===== config.mk =====
export PLATFORM = sky130hd
export DESIGN_NAME = arbitro_mux2x1
export DESIGN_NICKNAME = d
export VERILOG_FILES = /design/src/rtl/arbitro_mux2x1_pkg.sv /design/src/rtl/arbitro_mux2x1_mux.sv /design/src/rtl/arbitro_mux2x1.sv
export SDC_FILE = /design/constraint.sdc
export NUM_CORES = 1
export LEC_CHECK = 0
export BUFFER_PORTS_ARGS = -buffer_cell sky130_fd_sc_hd__buf_2
export CAP_MARGIN = 20
export CORE_MARGIN = 3
export CORE_UTILIZATION = 41
export CTS_CLUSTER_SIZE = 28
export DETAILED_ROUTE_END_ITERATION = 7
export PLACE_DENSITY = 0.76
export SYNTH_ARGS = -nofsm -noshare
export SYNTH_HDL_FRONTEND = slang
export SYNTH_SLANG_ARGS = --single-unit

===== constraint.sdc =====
create_clock -name clk -period 1.5 [get_ports clk]
set_input_delay 0.225 -clock clk [delete_from_list [all_inputs] [get_ports clk]]
set_output_delay 0.225 -clock clk [all_outputs]
set_load 0.1 [all_outputs]

===== src/rtl/arbitro_mux2x1_pkg.sv =====
// ---------------------------------------------------------------------------
// arbitro_pkg
// Shared types and constants for the arbitro_mux2x1 round-robin arbiter.
//   state_t : arbiter FSM encoding (IDLE, GRANT_A, GRANT_B)
//   SEL_A   : mux select / requester id for A
//   SEL_B   : mux select / requester id for B
// ---------------------------------------------------------------------------
package arbitro_pkg;

   typedef enum logic [1:0] {
      IDLE    = 2'd0,
      GRANT_A = 2'd1,
      GRANT_B = 2'd2
   } state_t;

   localparam logic SEL_A = 1'b0;
   localparam logic SEL_B = 1'b1;

endpackage


===== src/rtl/arbitro_mux2x1_mux.sv =====
// ---------------------------------------------------------------------------
// mux2x1_w
// WIDTH-bit combinational 2:1 multiplexer feeding the arbiter output register.
//   i_sel : select, SEL_A picks i_a, SEL_B picks i_b
//   i_a   : data input A
//   i_b   : data input B
//   o_y   : selected data
// ---------------------------------------------------------------------------
module mux2x1_w
   import arbitro_pkg::*;
#(
   parameter int unsigned WIDTH = 8
) (
   input  logic             i_sel,
   input  logic [WIDTH-1:0] i_a,
   input  logic [WIDTH-1:0] i_b,
   output logic [WIDTH-1:0] o_y
);

   assign o_y = (i_sel == SEL_B) ? i_b : i_a;

endmodule


===== src/rtl/arbitro_mux2x1.sv =====
// ---------------------------------------------------------------------------
// arbitro_mux2x1
// Two-requester round-robin arbiter owning the select of a 2:1 mux and a
// registered WIDTH-bit output channel.
//   clk        : clock, rising edge
//   rst        : synchronous reset, active-high
//   req_a/b    : level-sensitive requests
//   din_a/b    : requester data
//   gnt_a/b    : registered grants (decoded from the state flop)
//   sel        : mux select, 0 = A, 1 = B
//   dout       : registered mux output
//   dout_valid : dout captured from a granted, requesting source last edge
// Optional feature: define ARBITRO_HOLD_LIMIT_EN to force a grant hand-off
// after MAX_HOLD consecutive granted cycles when the other side requests.
// ---------------------------------------------------------------------------
module arbitro_mux2x1
   import arbitro_pkg::*;
#(
   parameter int unsigned WIDTH    = 8,
   parameter int unsigned MAX_HOLD = 4
) (
   input  logic             clk,
   input  logic             rst,
   input  logic             req_a,
   input  logic             req_b,
   input  logic [WIDTH-1:0] din_a,
   input  logic [WIDTH-1:0] din_b,
   output logic             gnt_a,
   output logic             gnt_b,
   output logic             sel,
   output logic [WIDTH-1:0] dout,
   output logic             dout_valid
);

   if (MAX_HOLD < 1) begin : g_max_hold_chk
      $error("MAX_HOLD must be at least 1");
   end

   state_t           r_state;
   state_t           w_state_next;
   logic             r_last;
   logic             w_hold_reached;
   logic             w_capture;
   logic [WIDTH-1:0] w_mux_y;
   logic [WIDTH-1:0] r_dout;
   logic             r_dout_valid;

`ifdef ARBITRO_HOLD_LIMIT_EN
   localparam int unsigned HOLD_W = $clog2(MAX_HOLD + 1);
   localparam logic [HOLD_W-1:0] HOLD_MAX  = HOLD_W'(MAX_HOLD);
   localparam logic [HOLD_W-1:0] HOLD_LAST = HOLD_W'(MAX_HOLD - 1);

   logic [HOLD_W-1:0] r_hold_cnt;

   // Counter holds the number of already-completed cycles in this grant, so
   // the current cycle is the MAX_HOLD-th one once it reaches MAX_HOLD-1.
   always_ff @(posedge clk) begin
      if (rst) begin
         r_hold_cnt <= '0;
      end else if (w_state_next != r_state) begin
         r_hold_cnt <= '0;
      end else if ((r_state != IDLE) && (r_hold_cnt != HOLD_MAX)) begin
         r_hold_cnt <= r_hold_cnt + 1'b1;
      end
   end

   assign w_hold_reached = (r_hold_cnt >= HOLD_LAST);
`else
   assign w_hold_reached = 1'b0;
`endif

   // State register
   always_ff @(posedge clk) begin
      if (rst) begin
         r_state <= IDLE;
      end else begin
         r_state <= w_state_next;
      end
   end

   // Round-robin priority: remembers who entered a grant most recently
   always_ff @(posedge clk) begin
      if (rst) begin
         r_last <= SEL_B;
      end else if (w_state_next == GRANT_A) begin
         r_last <= SEL_A;
      end else if (w_state_next == GRANT_B) begin
         r_last <= SEL_B;
      end
   end

   // Next-state logic
   always_comb begin
      w_state_next = r_state;
      case (r_state)
         IDLE: begin
            if (req_a && req_b) begin
               w_state_next = (r_last == SEL_B) ? GRANT_A : GRANT_B;
            end else if (req_a) begin
               w_state_next = GRANT_A;
            end else if (req_b) begin
               w_state_next = GRANT_B;
            end
         end
         GRANT_A: begin
            if (!req_a) begin
               w_state_next = req_b ? GRANT_B : IDLE;
            end else if (w_hold_reached && req_b) begin
               w_state_next = GRANT_B;
            end
         end
         GRANT_B: begin
            if (!req_b) begin
               w_state_next = req_a ? GRANT_A : IDLE;
            end else if (w_hold_reached && req_a) begin
               w_state_next = GRANT_A;
            end
         end
         default: w_state_next = IDLE;
      endcase
   end

   // Output decode, flops only
   always_comb begin
      gnt_a = (r_state == GRANT_A);
      gnt_b = (r_state == GRANT_B);
      sel   = (r_state == GRANT_B) ? SEL_B : SEL_A;
   end

   assign w_capture = ((r_state == GRANT_A) && req_a) ||
                      ((r_state == GRANT_B) && req_b);

   mux2x1_w #(
      .WIDTH (WIDTH)
   ) u_mux (
      .i_sel (sel),
      .i_a   (din_a),
      .i_b   (din_b),
      .o_y   (w_mux_y)
   );

   always_ff @(posedge clk) begin
      if (rst) begin
         r_dout       <= '0;
         r_dout_valid <= 1'b0;
      end else if (w_capture) begin
         r_dout       <= w_mux_y;
         r_dout_valid <= 1'b1;
      end else begin
         r_dout_valid <= 1'b0;
      end
   end

   assign dout       = r_dout;
   assign dout_valid = r_dout_valid;

endmodule


==> impl_metrics.ini, run 1 <==
[sta]
grt_setup_unrepaired = false
tns_ns = 0
holdWs_ns = 0.2188
fin_skew_ns = 0.002765
period_share_pct = 93.33
setup_violations = 0
hold_viol = 0
finalMaxSlewViolations = 0
fmax_mhz = 714.3
period_minus_slack_ns = 1.400
worst_slew_pin_slew_ns = 0.4900
slew_headroom_pct = 67.56

[yosys]
synth_mux_area_share_pct = 1.732
synth_area_sq_um = 578.1
synth_area_per_cell_sq_um = 12.04
synth_flop_cell = dfxtp_1
syn-instance-count = 48
ys_seq_elements = 12
synth_nets = 69
synthAdderAreaFrac_pct = 2.165
yosys.area_share.simple_pct = 19.48
yosys_warnings = 0
synth_edf_count = 0
yosys.cell_types.count = 19
synth_compound_gate_area_share_pct = 32.47
yosysSeqAreaShare_pct = 41.56
synth_top_family_by_area = compound AO/OA/AOI/OAI gates
synth_xor_area_share_pct = 0
async_reset_ff_share_pct = 0

[drt]
wl_per_cell_um = 13.70
wl_um = 1315
drc = 0
ant_nets = 0
via_count = 513
vias_per_cell = 5.344
drt_iter0_drc = 6
first_pass_iters = 4

[clocking]
cts.sinks = 12
clk_pin_slew_ns = 0.08
cts.root.buffer_cell = clkbuf_4
post-cts-setup-buffers = 0
cts.path.max_buffers = 2
cts_buffers = 3
clock_latency_ns = 0.27
tritoncts = done
htreeDepth = 1

[status]
status = completed

[placement]
numPortBuffers = 31
place_congestion = 0.6692
dp_cells = 92
dpl.hpwl_um = 991.2

[cells_and_area]
diodes = 0
fillers = 88
regArea_sq_um = 242.7
nets = 104
multi_input_area_sq_um = 324.1
post-route-util_pct = 68.42
instances_no_fill = 96
area_delta_synth_final_pct = 43.94
layout-drive-gt1-share_pct = 62.20

[pwr]
pwr-share-seq_pct = 37.9
irDropWorstVdd_uv = 560.8
p_comb_share_pct = 35.0
power_w = 0.0009513
switchingPower_w = 0.0003557
power_density_mw_per_mm2 = 1143
swShare_pct = 37.39
p_leak_nw = 0.4133
internal-power_w = 0.0005956
clock_power_share_pct = 27.1

[floorplanning]
io_pins = 32
core-area_sq_mm = 0.001216
start_util_pct = 47.53
die_y_um = 43.55
rows = 12
fp.dieW_um = 43.55
dieArea_sq_mm = 0.001897

[setup_path]
critPathRequiredTime_ns = 1.27
arrival_ns = 1.17
cp_max_fo = 5
critical_path_class = flop to output pin
start_kind = flop
endpoint_kind = output pin

[grt]
track_usage_pct = 16.54
grt_start_max_net_pins = 13
antenna_found_initial = 0
grt-ovfl-total = 0
grt_pass1_vias = 530
grt_pass1_wl_um = 2256

[worst_hold_path]
hold_class = primary input to flop

[flow_run]
cap_violations = 0
final cells by class:
cell class                 count  share of cell area [%]
inverter                       1                  0.4511
clock buffer                   4                   4.361
tap                           14                   2.105
multi-input combinational     33                   38.95
sequential                    12                   29.17
timing repair buffer          32                   24.96
final timing paths:
check	from	to	slack [ns]	depth (start not counted)
setup / recovery	r_state[1]	gnt_a	0.10	3
hold / removal	din_b[3]	dout[3]	0.22	2
setup reg to reg	r_state[0]	r_last	0.14	6
hold reg to reg	r_last	r_last	0.52	2
cell usage in the layout (no fill, tap or decap):
master,synthesis,layout
buf_2,0,28
dfxtp_1,12,10
o21ba_2,8,8
o221a_1,8,8
clkbuf_4,0,3
buf_12,0,3
o22ai_1,2,2
nand3b_4,2,2
and3b_1,2,2
dfxtp_2,0,2
and2b_4,0,1
and2b_2,2,1
nor2_1,1,1
and2_1,1,1
nor2b_1,1,1
nand2_1,1,1
nand2_4,1,1
inv_1,1,1
mux2i_1,1,1
nand2b_1,1,1
a21oi_1,1,1
ha_1,1,1
clkbuf_8,0,1
buf_4,1,1
logic make-up after synthesis:
family / after synthesis
buffers and inverters: 3
AO/OA/AOI/OAI: 19
multiplexers: 1
AND/OR/NAND/NOR: 12
flip-flops: 12
adder cells (fa/ha/maj): 1
sequential cells by signal, summed over array words and instances, names as in the netlist:
name,flops
dout,8
r_state,2
dout_valid,1
r_last,1
cells in the mapped netlist (all sizes together), types with 2 or more instances:
cell	n	share of area, %
dfxtp	12	42
o21ba	8	14
o221a	8	16
and2b	2	3.0
and3b	2	3.0
nand2	2	2.6
nand3b	2	6.9
o22ai	2	2.2
power by group through the flow:
| stage | registers [W] | logic [W] | clock network (W) |
|---|---|---|---|
| after floorplan | 0.000500 | 0.000118 | 0 |
| after global placement | 0.000366 | 0.000329 | 0 |
| after detailed placement | 0.000366 | 0.000335 | 0 |
| after CTS | 0.000360 | 0.000336 | 0.000265 |
| after global routing | 0.000365 | 0.000351 | 0.000283 |
| final | 0.000360 | 0.000333 | 0.000258 |
routing by layer:
layer / wire length [um] / GRT usage (%) / up-vias / part of all wire, %
met4: 36 / 12.65 / 0 / 2.7
met5: 0 / 0 / - / 0
li1: - / - / 253 / -
met2: 691 / 28.78 / 18 / 53
met1: 513 / 16.04 / 238 / 39
met3: 74 / 4.979 / 4 / 5.6
worst max-delay path, cell delays in order, from the launching register on:
cell	delay [ns]
dfxtp_2	0.37
buf_4	0.14
and2b_2	0.23
buf_12	0.16
metrics by stage:
step	setup WS (ns)	cell area, sq um
detailed placement	0.08307	793.3
finish	0.1000	832.0
floorplan	0.08837	579.3
global route	0.02803	832.0
CTS	0.03470	829.5
global placement	0.1354	793.3
repair_timing:
item	4_1_cts	5_1_grt
hold buffers	0	0
endpoints found under the setup margin	0	2
gates resized for setup	0	2
No activity file was read; power rests on OpenSTA's default activity.
==> inputs of run 2 (changes only) <==
--- a/config.mk
+++ b/config.mk
@@ -5,13 +5,14 @@
 export SDC_FILE = /design/constraint.sdc
 export NUM_CORES = 1
 export LEC_CHECK = 0
+export ABC_AREA = 1
 export BUFFER_PORTS_ARGS = -buffer_cell sky130_fd_sc_hd__buf_2
 export CAP_MARGIN = 20
 export CORE_MARGIN = 3
-export CORE_UTILIZATION = 41
+export CORE_UTILIZATION = 44
 export CTS_CLUSTER_SIZE = 28
 export DETAILED_ROUTE_END_ITERATION = 7
-export PLACE_DENSITY = 0.76
+export PLACE_DENSITY = 0.77
 export SYNTH_ARGS = -nofsm -noshare
 export SYNTH_HDL_FRONTEND = slang
 export SYNTH_SLANG_ARGS = --single-unit
==> impl_metrics.ini, run 2 <==
[yosys]
ys_seq_elements = 12
yosys-top-cells-area = dfxtp_1, nand2_1, nor2_1
synth_flop_cell = dfxtp_1
synth_nets = 134
synth_area_per_cell_sq_um = 5.979
synth_top_cell_area_share_pct = 35.56
synth_xor_area_share_pct = 0
synth_area_sq_um = 675.6
yosysSeqAreaShare_pct = 35.56
yosys_warnings = 0
synth_mux_area_share_pct = 0
synth_common_cells = nand2_1, nor2_1, nand3_1, inv_1, dfxtp_1
synth_compound_gate_area_share_pct = 2.222
yosysTopAreaCell = dfxtp_1
synthAdderAreaFrac_pct = 1.852
yosys.cell_types.count = 12
synth_edf_count = 0
yosys.cell_count.top_type = nand2_1
yosys.area_share.simple_pct = 47.96
syn-instance-count = 113
synth_top_family_by_area = simple AND/OR/NAND/NOR gates
async_reset_ff_share_pct = 0

[clocking]
clk_pin_slew_ns = 0.08
cts.path.max_buffers = 2
tritoncts = done
cts.root.buffer_cell = clkbuf_4
post-cts-setup-buffers = 0
cts_buffers = 3
htreeDepth = 1
clock_latency_ns = 0.28
cts.sinks = 12

[floorplanning]
dieArea_sq_mm = 0.002042
core-area_sq_mm = 0.001366
io_pins = 32
die_y_um = 45.19
fp.dieW_um = 45.19
rows = 13
start_util_pct = 49.45

[cells_and_area]
diodes = 0
area_delta_synth_final_pct = 45.74
instances_no_fill = 168
layout-drive-gt1-share_pct = 33.33
design_area_sq_um = 984.7
nets = 175
fillers = 128
layout_commonest_cell = nand2_1
largest_register_ffs = 8
final_cell_mix = nand2_1, buf_2, nor2_1

[pwr]
power_w = 0.001240
pwr-share-seq_pct = 31.8
p_comb_share_pct = 50.7
swShare_pct = 47.86
irDropWorstVdd_uv = 598.6
p_leak_nw = 0.5683
clock_power_share_pct = 17.5
internal-power_w = 0.0006468
switchingPower_w = 0.0005936
power_density_mw_per_mm2 = 1260

[sta]
setup_violations = 0
slew_headroom_pct = 67.82
period_share_pct = 92.39
period_minus_slack_ns = 1.386
worst_slew_pin_slew_ns = 0.4861
tns_ns = 0
fin_skew_ns = 0.009923
hold_viol = 0
fmax_mhz = 721.6
grt_setup_unrepaired = false
finalMaxSlewViolations = 0

[grt]
grt_pass1_wl_um = 3001
antenna_found_initial = 0
grt_start_max_net_pins = 10
grt-ovfl-total = 0
track_usage_pct = 20.10
grt_pass1_vias = 730

[placement]
place_congestion = 0.7815
dp_cells = 164
place_area_sq_um = 953.4
dpl.hpwl_um = 1372
numPortBuffers = 31

[setup_path]
endpoint_kind = output pin
critPathRequiredTime_ns = 1.27
critical_path_class = flop to output pin
arrival_ns = 1.16
cp_max_fo = 6
start_kind = flop

[drt]
drt_iter0_drc = 5
first_pass_iters = 4
drc = 0
ant_nets = 0
vias_per_cell = 4.893
via_count = 822
wl_per_cell_um = 10.60
wl_um = 1781

[status]
status = completed

[worst_hold_path]
hold_class = primary input to flop

[flow_run]
cap_violations = 0
## run 2: power by group through the flow
| stage | logic (W) | registers (W) | clock network [W] |
|---|---|---|---|
| floorplan | 0.000270 | 0.000596 | 0 |
| global placement | 0.000617 | 0.000397 | 0 |
| detailed placement | 0.000627 | 0.000400 | 0 |
| CTS | 0.000628 | 0.000394 | 0.000227 |
| global route | 0.000674 | 0.000399 | 0.000233 |
| finish | 0.000629 | 0.000395 | 0.000217 |
## run 2: worst max-delay path, stage by stage (launching register included)
cell and delay [ns]:
dfxtp_2 0.36, buf_4 0.14, nor2_4 0.09, buf_4 0.12
buf_12 0.16
## run 2: final cells by class
class                           count  area (sq um)  area share, %
Clock buffer                        4         26.28          2.668
Multi-Input combinational cell     81         366.6          37.23
Timing Repair Buffer               39         260.3          26.43
Tap cell                           15         18.77          1.906
Sequential cell                    12         245.2          24.90
Inverter                           17         67.56          6.862
## run 2: cell families (layout without fill, tap and decap cells)
group	count (synthesis)	in the layout
AO/OA/AOI/OAI	3	3
adder cells (fa/ha/maj)	1	1
buffers and inverters	20	60
flip-flops	12	12
AND/OR/NAND/NOR	77	77
## run 2: path summary, 6_finish.rpt
path / cells past startpoint / end / from / slack [ns]
worst min-delay path: 2 / r_state[0] / rst / 0.14
worst max-delay path: 4 / gnt_a / r_state[1] / 0.11
worst max register to register: 8 / r_last / r_state[1] / 0.14
worst min register to register: 2 / r_last / r_last / 0.53
## run 2: stage by stage
step           hold WS, ns  setup slack, ns  util, %
2_1_floorplan       0.2877          -0.3387        -
3_3_place_gp        0.4386           0.1190    69.78
3_5_place_dp        0.4382          0.05723    69.78
4_1_cts             0.1322          0.01884    71.70
5_1_grt             0.1429          0.04751    72.07
6_report            0.1369           0.1141    72.07
## run 2: repair_timing
action,4_1_cts,5_1_grt
resized for setup,0,3
hold buffers,0,0
endpoints found under the setup margin,0,11
## run 2: per-layer routing
| layer | part of all wire (%) | vias up | global-route usage [%] |
|---|---|---|---|
| met5 | 0 | - | 0 |
| met4 | 2.1 | 0 | 10.53 |
| met3 | 6.1 | 5 | 4.781 |
| met2 | 48 | 24 | 33.05 |
| met1 | 44 | 363 | 23.97 |
| li1 | - | 430 | - |
==> inputs of run 3 (changes only) <==
--- a/config.mk
+++ b/config.mk
@@ -12,6 +12,7 @@
 export CORE_UTILIZATION = 44
 export CTS_CLUSTER_SIZE = 28
 export DETAILED_ROUTE_END_ITERATION = 7
+export GPL_TIMING_DRIVEN = 0
 export PLACE_DENSITY = 0.77
 export SYNTH_ARGS = -nofsm -noshare
 export SYNTH_HDL_FRONTEND = slang
==> impl_metrics.ini, run 3 (synthesized netlist as in run 2, its figures left out) <==
[clocking]
cts_buffers = 3
cts.root.buffer_cell = clkbuf_4
postCtsHoldBufs = 0
clock_latency_ns = 0.28
clk_pin_slew_ns = 0.09
cts.sinks = 12
cts.path.max_buffers = 2
tritoncts = done
htreeDepth = 1

[cells_and_area]
fillers = 111
nets = 174
regArea_sq_um = 247.7
area_delta_synth_final_pct = 47.96
largest_register_ffs = 8
design_area_sq_um = 999.7
instances_no_fill = 167
multi_input_area_sq_um = 399.1
diodes = 0
final_cell_mix = nand2_1, buf_2, nor2_1
layout_commonest_cell = nand2_1
layout-drive-gt1-share_pct = 36.84

[placement]
numPortBuffers = 31
dpl.hpwl_um = 1265
dp_cells = 159
place_congestion = 0.7188
place_area_sq_um = 872.1

[sta]
holdWs_ns = 0.1428
tns_ns = 0
period_minus_slack_ns = 1.464
slew_headroom_pct = 67.75
worst_slew_pin_slew_ns = 0.4872
finalMaxSlewViolations = 0
fmax_mhz = 682.9
hold_viol = 0
setup_violations = 0
fin_skew_ns = 0.009200
period_share_pct = 97.63

[drt]
wl_per_cell_um = 11.72
drc = 0
drt_iter0_drc = 35
ant_nets = 0
first_pass_iters = 4
wl_um = 1958
vias_per_cell = 5.138
via_count = 858

[pwr]
power_density_mw_per_mm2 = 1306
irDropWorstVdd_uv = 691.5
p_leak_nw = 0.5738
power_w = 0.001306

[floorplanning]
start_util_pct = 49.45
dieArea_sq_mm = 0.002042
die_y_um = 45.19
fp.dieW_um = 45.19
io_pins = 32
core-area_sq_mm = 0.001366
rows = 13

[setup_path]
arrival_ns = 1.63
critical_path_class = flop to flop
reg2reg_to = r_last
r2r_start = r_state[1]
start_kind = flop
crit_end = r_last
crit_start = r_state[1]
critPathRequiredTime_ns = 1.67
r2r_slack_ns = 0.04
rr_worst_depth = 9
cp_max_fo = 4
endpoint_kind = flop

[grt]
grt_pass1_vias = 710
grt_pass1_wl_um = 2856
antenna_found_initial = 0
track_usage_pct = 18.91
grt_start_max_net_pins = 11
grt-ovfl-total = 0

[flow_run]
cap_violations = 0

[worst_hold_path]
hold_class = primary input to flop

[status]
status = completed
run 3: worst min-delay path by stage:
stage / from / endpoint / slack, ns / cells after the start
4_1_cts: rst / r_state[0] / 0.14 / 2
5_1_grt: rst / r_state[0] / 0.14 / 2
3_3_place_gp: rst / r_state[0] / 0.43 / 2
3_5_place_dp: rst / r_state[0] / 0.43 / 2
6_report: rst / r_state[0] / 0.14 / 2
2_1_floorplan: rst / r_state[0] / 0.29 / 1
run 3: metal layers:
layer	vias up	global-route usage (%)	part of all wire (%)
li1	422	-	-
met1	377	23.08	40
met2	51	31.36	48
met3	8	5.179	9.7
met4	0	7.018	2.0
met5	-	0	0
run 3: critical path: stages, from the launching register on:
cell	delay, ns
dfxtp_4	0.38
buf_8	0.13
nor2_2	0.10
nand2_1	0.09
nor2_2	0.11
nor2_2	0.05
inv_1	0.09
ha_4	0.21
a21oi_1	0.12
o21ai_1	0.07
run 3: report_power, final:
| part | total [W] | switching, W | internal, W |
|---|---|---|---|
| clock | 0.000268 | 0.000121 | 0.000148 |
| combinational | 0.000641 | 0.000466 | 0.000175 |
| sequential | 0.000397 | 0.0000339 | 0.000363 |
run 3: area by class of cell:
cell class | instances | area share (%)
Clock buffer | 4 | 3.630
Inverter | 17 | 6.383
Multi-Input combinational cell | 81 | 39.92
Timing Repair Buffer | 35 | 20.03
Buffer | 3 | 3.379
Tap cell | 15 | 1.877
Sequential cell | 12 | 24.78
run 3: per-stage QoR:
stage	util (%)	worst slack, ns
3_5_place_dp	63.83	-0.1506
4_1_cts	67.49	-0.09111
2_1_floorplan	-	-0.3387
3_3_place_gp	63.83	-0.1086
6_report	73.17	0.03555
5_1_grt	73.17	-0.01661
run 3: timing repair:
action	4_1_cts	5_1_grt
pin swaps	0	4
resized for setup	5	13
endpoints found under the setup margin	4	3
cloned	0	0
setup buffers	0	4
